<file path="config.mk">
export PLATFORM = sky130hd
export DESIGN_NAME = pattern_seq_engine
export DESIGN_NICKNAME = d
export VERILOG_FILES = /design/src/rtl/pattern_seq_engine.sv
export SDC_FILE = /design/constraint.sdc
export NUM_CORES = 2
export LEC_CHECK = 0
export ABC_CLOCK_PERIOD_IN_PS = 14500
export CAP_MARGIN = 20
export CELL_PAD_IN_SITES_DETAIL_PLACEMENT = 2
export CELL_PAD_IN_SITES_GLOBAL_PLACEMENT = 2
export CORE_MARGIN = 3
export CORE_UTILIZATION = 35
export DETAILED_ROUTE_END_ITERATION = 8
export PLACE_DENSITY_LB_ADDON = 0.12
export SLEW_MARGIN = 20
export SYNTH_ARGS = -nofsm -noshare
export SYNTH_HDL_FRONTEND = slang
export SYNTH_SLANG_ARGS = --single-unit
</file>
<file path="constraint.sdc">
create_clock -name i_clk -period 14.5 [get_ports i_clk]
set_input_delay 1.45 -clock i_clk [delete_from_list [all_inputs] [get_ports i_clk]]
set_output_delay 1.45 -clock i_clk [all_outputs]
set_load 0.02 [all_outputs]
</file>
<file path="src/rtl/pattern_seq_engine.sv">
// Multi-lane test-pattern generator: inc, dec, LFSR and walking-ones beats
// on a valid/ready stream, restartable on any rising edge of i_start.
module pattern_seq_engine #(
  parameter int OUTPUT_WIDTH    = 256,
  parameter int WORD_WIDTH      = 32,
  parameter int BURST_CNT_WIDTH = 16
) (
  input  logic                       i_clk,
  input  logic                       i_reset_n,
  input  logic                       i_start,
  input  logic [1:0]                 i_mode,
  input  logic [WORD_WIDTH-1:0]      i_seed,
  input  logic [BURST_CNT_WIDTH-1:0] i_burst_len,
  output logic                       o_valid,
  input  logic                       i_ready,
  output logic [OUTPUT_WIDTH-1:0]    o_dout,
  output logic                       o_busy,
  output logic                       o_done,
  output logic [BURST_CNT_WIDTH-1:0] o_count
);

  localparam int NUM_WORDS =
    (OUTPUT_WIDTH + WORD_WIDTH - 1) / WORD_WIDTH;
  localparam logic [WORD_WIDTH-1:0] W_LANE = WORD_WIDTH'(WORD_WIDTH);
  localparam logic [WORD_WIDTH-1:0] ONE_W  = WORD_WIDTH'(1);
  localparam logic [BURST_CNT_WIDTH-1:0] ONE_C = BURST_CNT_WIDTH'(1);

  if ((WORD_WIDTH % 8) != 0 || WORD_WIDTH < 8 ||
      WORD_WIDTH > OUTPUT_WIDTH) begin : g_bad_param
    $error("WORD_WIDTH must be a multiple of 8 and <= OUTPUT_WIDTH");
  end

  typedef enum logic [1:0] {
    ST_IDLE,
    ST_RUN,
    ST_DONE
  } state_t;

  state_t                       state_q, state_d;
  logic                         start_dly_q, start_dly_d;
  logic [1:0]                   mode_q, mode_d;
  logic [WORD_WIDTH-1:0]        base_q, base_d;
  logic [BURST_CNT_WIDTH-1:0]   len_q, len_d;
  logic [BURST_CNT_WIDTH-1:0]   count_q, count_d;
  logic                         valid_q, valid_d;
  logic [OUTPUT_WIDTH-1:0]      dout_q, dout_d;

  logic                         start_edge;
  logic                         accept;
  logic [WORD_WIDTH-1:0]        next_base;

  function automatic logic [WORD_WIDTH-1:0] rotl(
    input logic [WORD_WIDTH-1:0] s,
    input int                    r
  );
    if (r == 0) return s;
    return (s << r) | (s >> (WORD_WIDTH - r));
  endfunction

  // Base is the LFSR state in mode 2 and the bit position in mode 3.
  function automatic logic [WORD_WIDTH-1:0] load_base(
    input logic [1:0]            mode,
    input logic [WORD_WIDTH-1:0] seed
  );
    unique case (mode)
      2'd2:    return (seed == '0) ? ONE_W : seed;
      2'd3:    return seed % W_LANE;
      default: return seed;
    endcase
  endfunction

  function automatic logic [WORD_WIDTH-1:0] advance(
    input logic [1:0]            mode,
    input logic [WORD_WIDTH-1:0] b
  );
    unique case (mode)
      2'd0:    return b + ONE_W;
      2'd1:    return b - ONE_W;
      2'd2:    return {b[WORD_WIDTH-2:0],
                       b[WORD_WIDTH-1] ^ b[WORD_WIDTH-3] ^
                       b[WORD_WIDTH-4] ^ b[WORD_WIDTH-5]};
      default: return (b == W_LANE - ONE_W) ? '0 : b + ONE_W;
    endcase
  endfunction

  function automatic logic [OUTPUT_WIDTH-1:0] make_beat(
    input logic [1:0]            mode,
    input logic [WORD_WIDTH-1:0] b
  );
    logic [OUTPUT_WIDTH-1:0] beat;
    logic [WORD_WIDTH-1:0]   idx;
    logic [WORD_WIDTH-1:0]   lane;
    beat = '0;
    for (int i = 0; i < NUM_WORDS; i++) begin
      idx = WORD_WIDTH'(i);
      unique case (mode)
        2'd0:    lane = b + idx;
        2'd1:    lane = b - idx;
        2'd2:    lane = rotl(b, i % WORD_WIDTH) ^ idx;
        default: lane = ONE_W << b;
      endcase
      // The top lane may be only partly visible on o_dout.
      for (int k = 0; k < WORD_WIDTH; k++) begin
        if (i * WORD_WIDTH + k < OUTPUT_WIDTH) begin
          beat[i * WORD_WIDTH + k] = lane[k];
        end
      end
    end
    return beat;
  endfunction

  assign start_edge = i_start & ~start_dly_q;
  assign accept     = valid_q & i_ready;
  assign next_base  = advance(mode_q, base_q);

  always_comb begin
    state_d     = state_q;
    start_dly_d = i_start;
    mode_d      = mode_q;
    base_d      = base_q;
    len_d       = len_q;
    count_d     = count_q;
    valid_d     = valid_q;
    dout_d      = dout_q;
    if (start_edge) begin
      mode_d  = i_mode;
      len_d   = i_burst_len;
      base_d  = load_base(i_mode, i_seed);
      count_d = '0;
      valid_d = 1'b1;
      state_d = ST_RUN;
      dout_d  = make_beat(i_mode, base_d);
    end else if (accept) begin
      base_d  = next_base;
      count_d = count_q + ONE_C;
      dout_d  = make_beat(mode_q, next_base);
      if (len_q != '0 && count_d == len_q) begin
        state_d = ST_DONE;
        valid_d = 1'b0;
      end
    end
  end

  always_ff @(posedge i_clk) begin
    if (!i_reset_n) begin
      state_q     <= ST_IDLE;
      start_dly_q <= 1'b0;
      mode_q      <= '0;
      base_q      <= '0;
      len_q       <= '0;
      count_q     <= '0;
      valid_q     <= 1'b0;
      dout_q      <= '0;
    end else begin
      state_q     <= state_d;
      start_dly_q <= start_dly_d;
      mode_q      <= mode_d;
      base_q      <= base_d;
      len_q       <= len_d;
      count_q     <= count_d;
      valid_q     <= valid_d;
      dout_q      <= dout_d;
    end
  end

  assign o_valid = valid_q;
  assign o_dout  = dout_q;
  assign o_busy  = (state_q == ST_RUN);
  assign o_done  = (state_q == ST_DONE);
  assign o_count = count_q;

endmodule
</file>
==> metrics.csv <==
metric,value,unit
fraction of the yosys area taken by sequential cells,20.2,%
Global Route Usage Sum,57.1,%
final hold viol count,0,
largest net degree at the start of global routing,80,
Avg WL per Cell,46.6,um
global-route wire length before repair,379000,um
die width,309,um
Routability Congestion,1.10,
initial core utilization,35.5,%
Hold Crit Endpoint,o_dout[134],
"Slew Viols, Final",0,
DR DRC count,0,
Min-Delay Startpoint,o_dout[134],
Detailed Place HPWL,215000,um
Synth Area per Inst,6.91,um2
vias in the first global route,44600,
Iteration-0 DRC Markers,7995,
Synth Register Bits,325,
# H-tree levels,2,
layout cells sized above 1,6.87,%
xor/xnor share of the synthesized area,11.8,%
vias per inst,7.60,
total number of vias,46100,
Sink Count,325,
status,"complete, no violations",
pwr dens,114,nW/um2
main combinational cell family by area after synthesis,compound AO/OA/AOI/OAI gates,
adder-cell share of the synthesized area,3.43,%
crit-path cells,"or4_1, or4_1, nor4_2, or2_2, inv_1, ha_1, a2111oi_0, a2111oi_1, buf_4, a211oi_1, mux2i_1, nand4_1, o21ai_0, a21oi_1",
Num CTS Buffers,44,
hold depth,2,
Post-Synth Simple-Gate Area,21.0,%
Post-synth EDFFs,0,
Pleak,13.7,nW
reg-to-reg setup timing slack,6900,ps
crit path capture type,flip-flop,
Tcrit/Tclk final,52.4,%
total detailed-routing wirelength,282000,um
Fillers,10600,
Rel. slew slack,6.63,%
Util after Layout,42.6,%
CTS tree,done,
RSZ-0062 raised after global routing,no,
setup violators final,0,
post-CTS setup buffers,0,
Worst Tran Pin Value,1400,ps
cts repair resizes,0,
total grt overflow,0,
Max-Cap Viols,0,
Multi-input gate area,24000,um2
# IOs,329,
Worst VDD drop,0.0918,mV
critical path class,flip-flop to flip-flop,
clk buf depth,3,
FP Rows,110,
CP Data Arrival Time,8120,ps
Max stage delay on crit path,980,ps
Final #Nets,4948,
Cells after Synth,4652,
Mapped Area,32100,um2
Crit path buffers/inverters,2,
reg2reg start,base_q[24],
clock transition at the registers of the reported paths,70,ps
async set-or-reset flop fraction in the synthesized netlist,0,%
Main synth FF type,dfxtp_1,
initial antenna violation count,42,
Worst Hold Class,flip-flop to flip-flop,
crit start category,flip-flop,
Layout Area Growth over Synthesis,20.0,%
Worst R2R Path Depth,14,
Antenna Violating Nets Remaining,0,
Sum Neg Setup Slack,0,ps
min cycle time layout,7600,ps
die footprint,95500,um2
syn_nets,4788,
highest clock rate,132,MHz
input/output buffers,328,
synth warn,0,
CP Max Fanout,16,
post-synthesis compound-gate area fraction,36.1,%
Crit-path slowest cell,nor4_2,
Most common cell on crit path,or4_1,
WP data required,15020,ps
skew final,39.8,ps
Synth cell types,87,
die height,309,um
clk_lat worst skew,690,ps
TritonRoute pass-1 iters,7,
post-cts hold buffer count,0,
root buffer cell,clkbuf_16,
r2r endpoint,o_dout[249],
Reg area,6510,um2
Worst path top cell family by delay,simple AND/OR/NAND/NOR gates,
area of the core,90600,um2
post-synthesis mux area share,1.65,%
kinds of logic (layout without fill, tap and decap cells):
logic type,Yosys count,in the layout
AO/OA/AOI/OAI,1848,1848
AND/OR/NAND/NOR,1425,1425
buffers and inverters,488,682
XOR/XNOR,432,432
flip-flops,325,325
adder cells (fa/ha/maj),82,82
multiplexers,52,52
other,0,34
worst register-to-register path, stage by stage, from the launching register on:
cell       delay (ps)
dfxtp_1           560
or4_1             680
or4_1             570
nor4_2            980
or2_2             740
inv_1             580
ha_1              410
a2111oi_0         570
a2111oi_1         130
buf_4             230
a211oi_1          720
mux2i_1           770
nand4_1           220
o21ai_0           220
a21oi_1            60
layer usage:
metal | wire length [um] | part of all wire (%) | global-route usage, % | vias up
met4 | 33300 | 12 | 53.2 | 26
met3 | 40300 | 14 | 25.7 | 1388
met2 | 110000 | 39 | 78.4 | 4192
li1 | - | - | - | 17600
met5 | 205 | 0.073 | 0.841 | -
met1 | 99000 | 35 | 65.3 | 22900
sequential cells by signal (all words and copies together) (netlist names):
signal,cells
o_dout,256
o_count,16
o_valid,1
mode_q,2
start_dly_q,1
state_q,1
base_q,32
len_q,16
cells in the mapped netlist, drive strengths merged, types with 26 or more instances:
cell type	number	share of area [%]
o21ai	395	6.2
a31oi	111	2.2
o21bai	28	0.65
ha	72	2.8
a221oi	40	1.2
nor3	117	1.8
buf	83	1.0
or3	26	0.51
o211ai	235	5.5
nor4	72	1.5
mux2i	45	1.4
a21boi	30	0.70
clkbuf	279	3.3
nand3	97	1.5
xnor2	234	6.4
dfxtp	325	20
xor2	198	5.4
a21o	46	1.1
o221ai	28	0.76
and2	39	0.76
nand2	500	5.8
a22oi	70	1.6
a21oi	603	9.4
inv	123	1.4
nand4	92	1.8
nor2	328	3.8
a211oi	62	1.4
report_power, final:
group          switching, mW  leakage [nW]  internal [mW]
combinational           1.45          10.3          0.564
clock                  0.542         0.765          0.732
sequential             0.145          2.68          0.976
per-stage QoR:
step                      total power [mW]  instances  cell area, um2  hold WS [ps]  setup slack (ps)
final                                 4.40       6056           38500           479              6900
after global placement                2.93       5932           36700           453              6710
after floorplan                       2.03       4652           32100           456              8940
after CTS                             4.22       6014           38300           482              7290
after global routing                  4.41       6024           38500           529              6610
after detailed placement              2.96       5934           36700           466              6630
worst max-delay path by stage:
stage,endpoint,startpoint,depth (start not counted),slack (ps)
after global routing,o_dout[191],i_seed[3],16,6610
final,o_dout[249],base_q[24],14,6900
after CTS,o_dout[250],mode_q[1],18,7290
after global placement,o_dout[249],i_seed[3],18,6710
after detailed placement,o_dout[191],i_seed[3],18,6630
after floorplan,o_dout[191],i_seed[1],17,8940
cell type report:
type / instances / area share (%)
Tap cell: 1176 / 3.82
Timing Repair Buffer: 476 / 11.4
Sequential cell: 325 / 16.9
Inverter: 126 / 1.23
Antenna cell: 34 / 0.221
Multi-Input combinational cell: 3839 / 62.3
Clock buffer: 59 / 3.34
Clock inverter: 21 / 0.743
layout by cell type, fill, tap and decap left out, types with 72 or more instances in the layout:
cell             Yosys  layout
a21oi_1            603     591
nand2_1            500     497
o21ai_0            390     385
clkdlybuf4s50_1      0     326
nor2_1             328     323
dfxtp_1            325     323
o211ai_1           235     235
xnor2_1            234     234
xor2_1             198     197
buf_4                0     143
inv_1              122     120
nor3_1             117     113
a31oi_1            111     110
nand3_1             97      93
nand4_1             91      91
ha_1                72      72
Power figures use the tool's default switching activity.
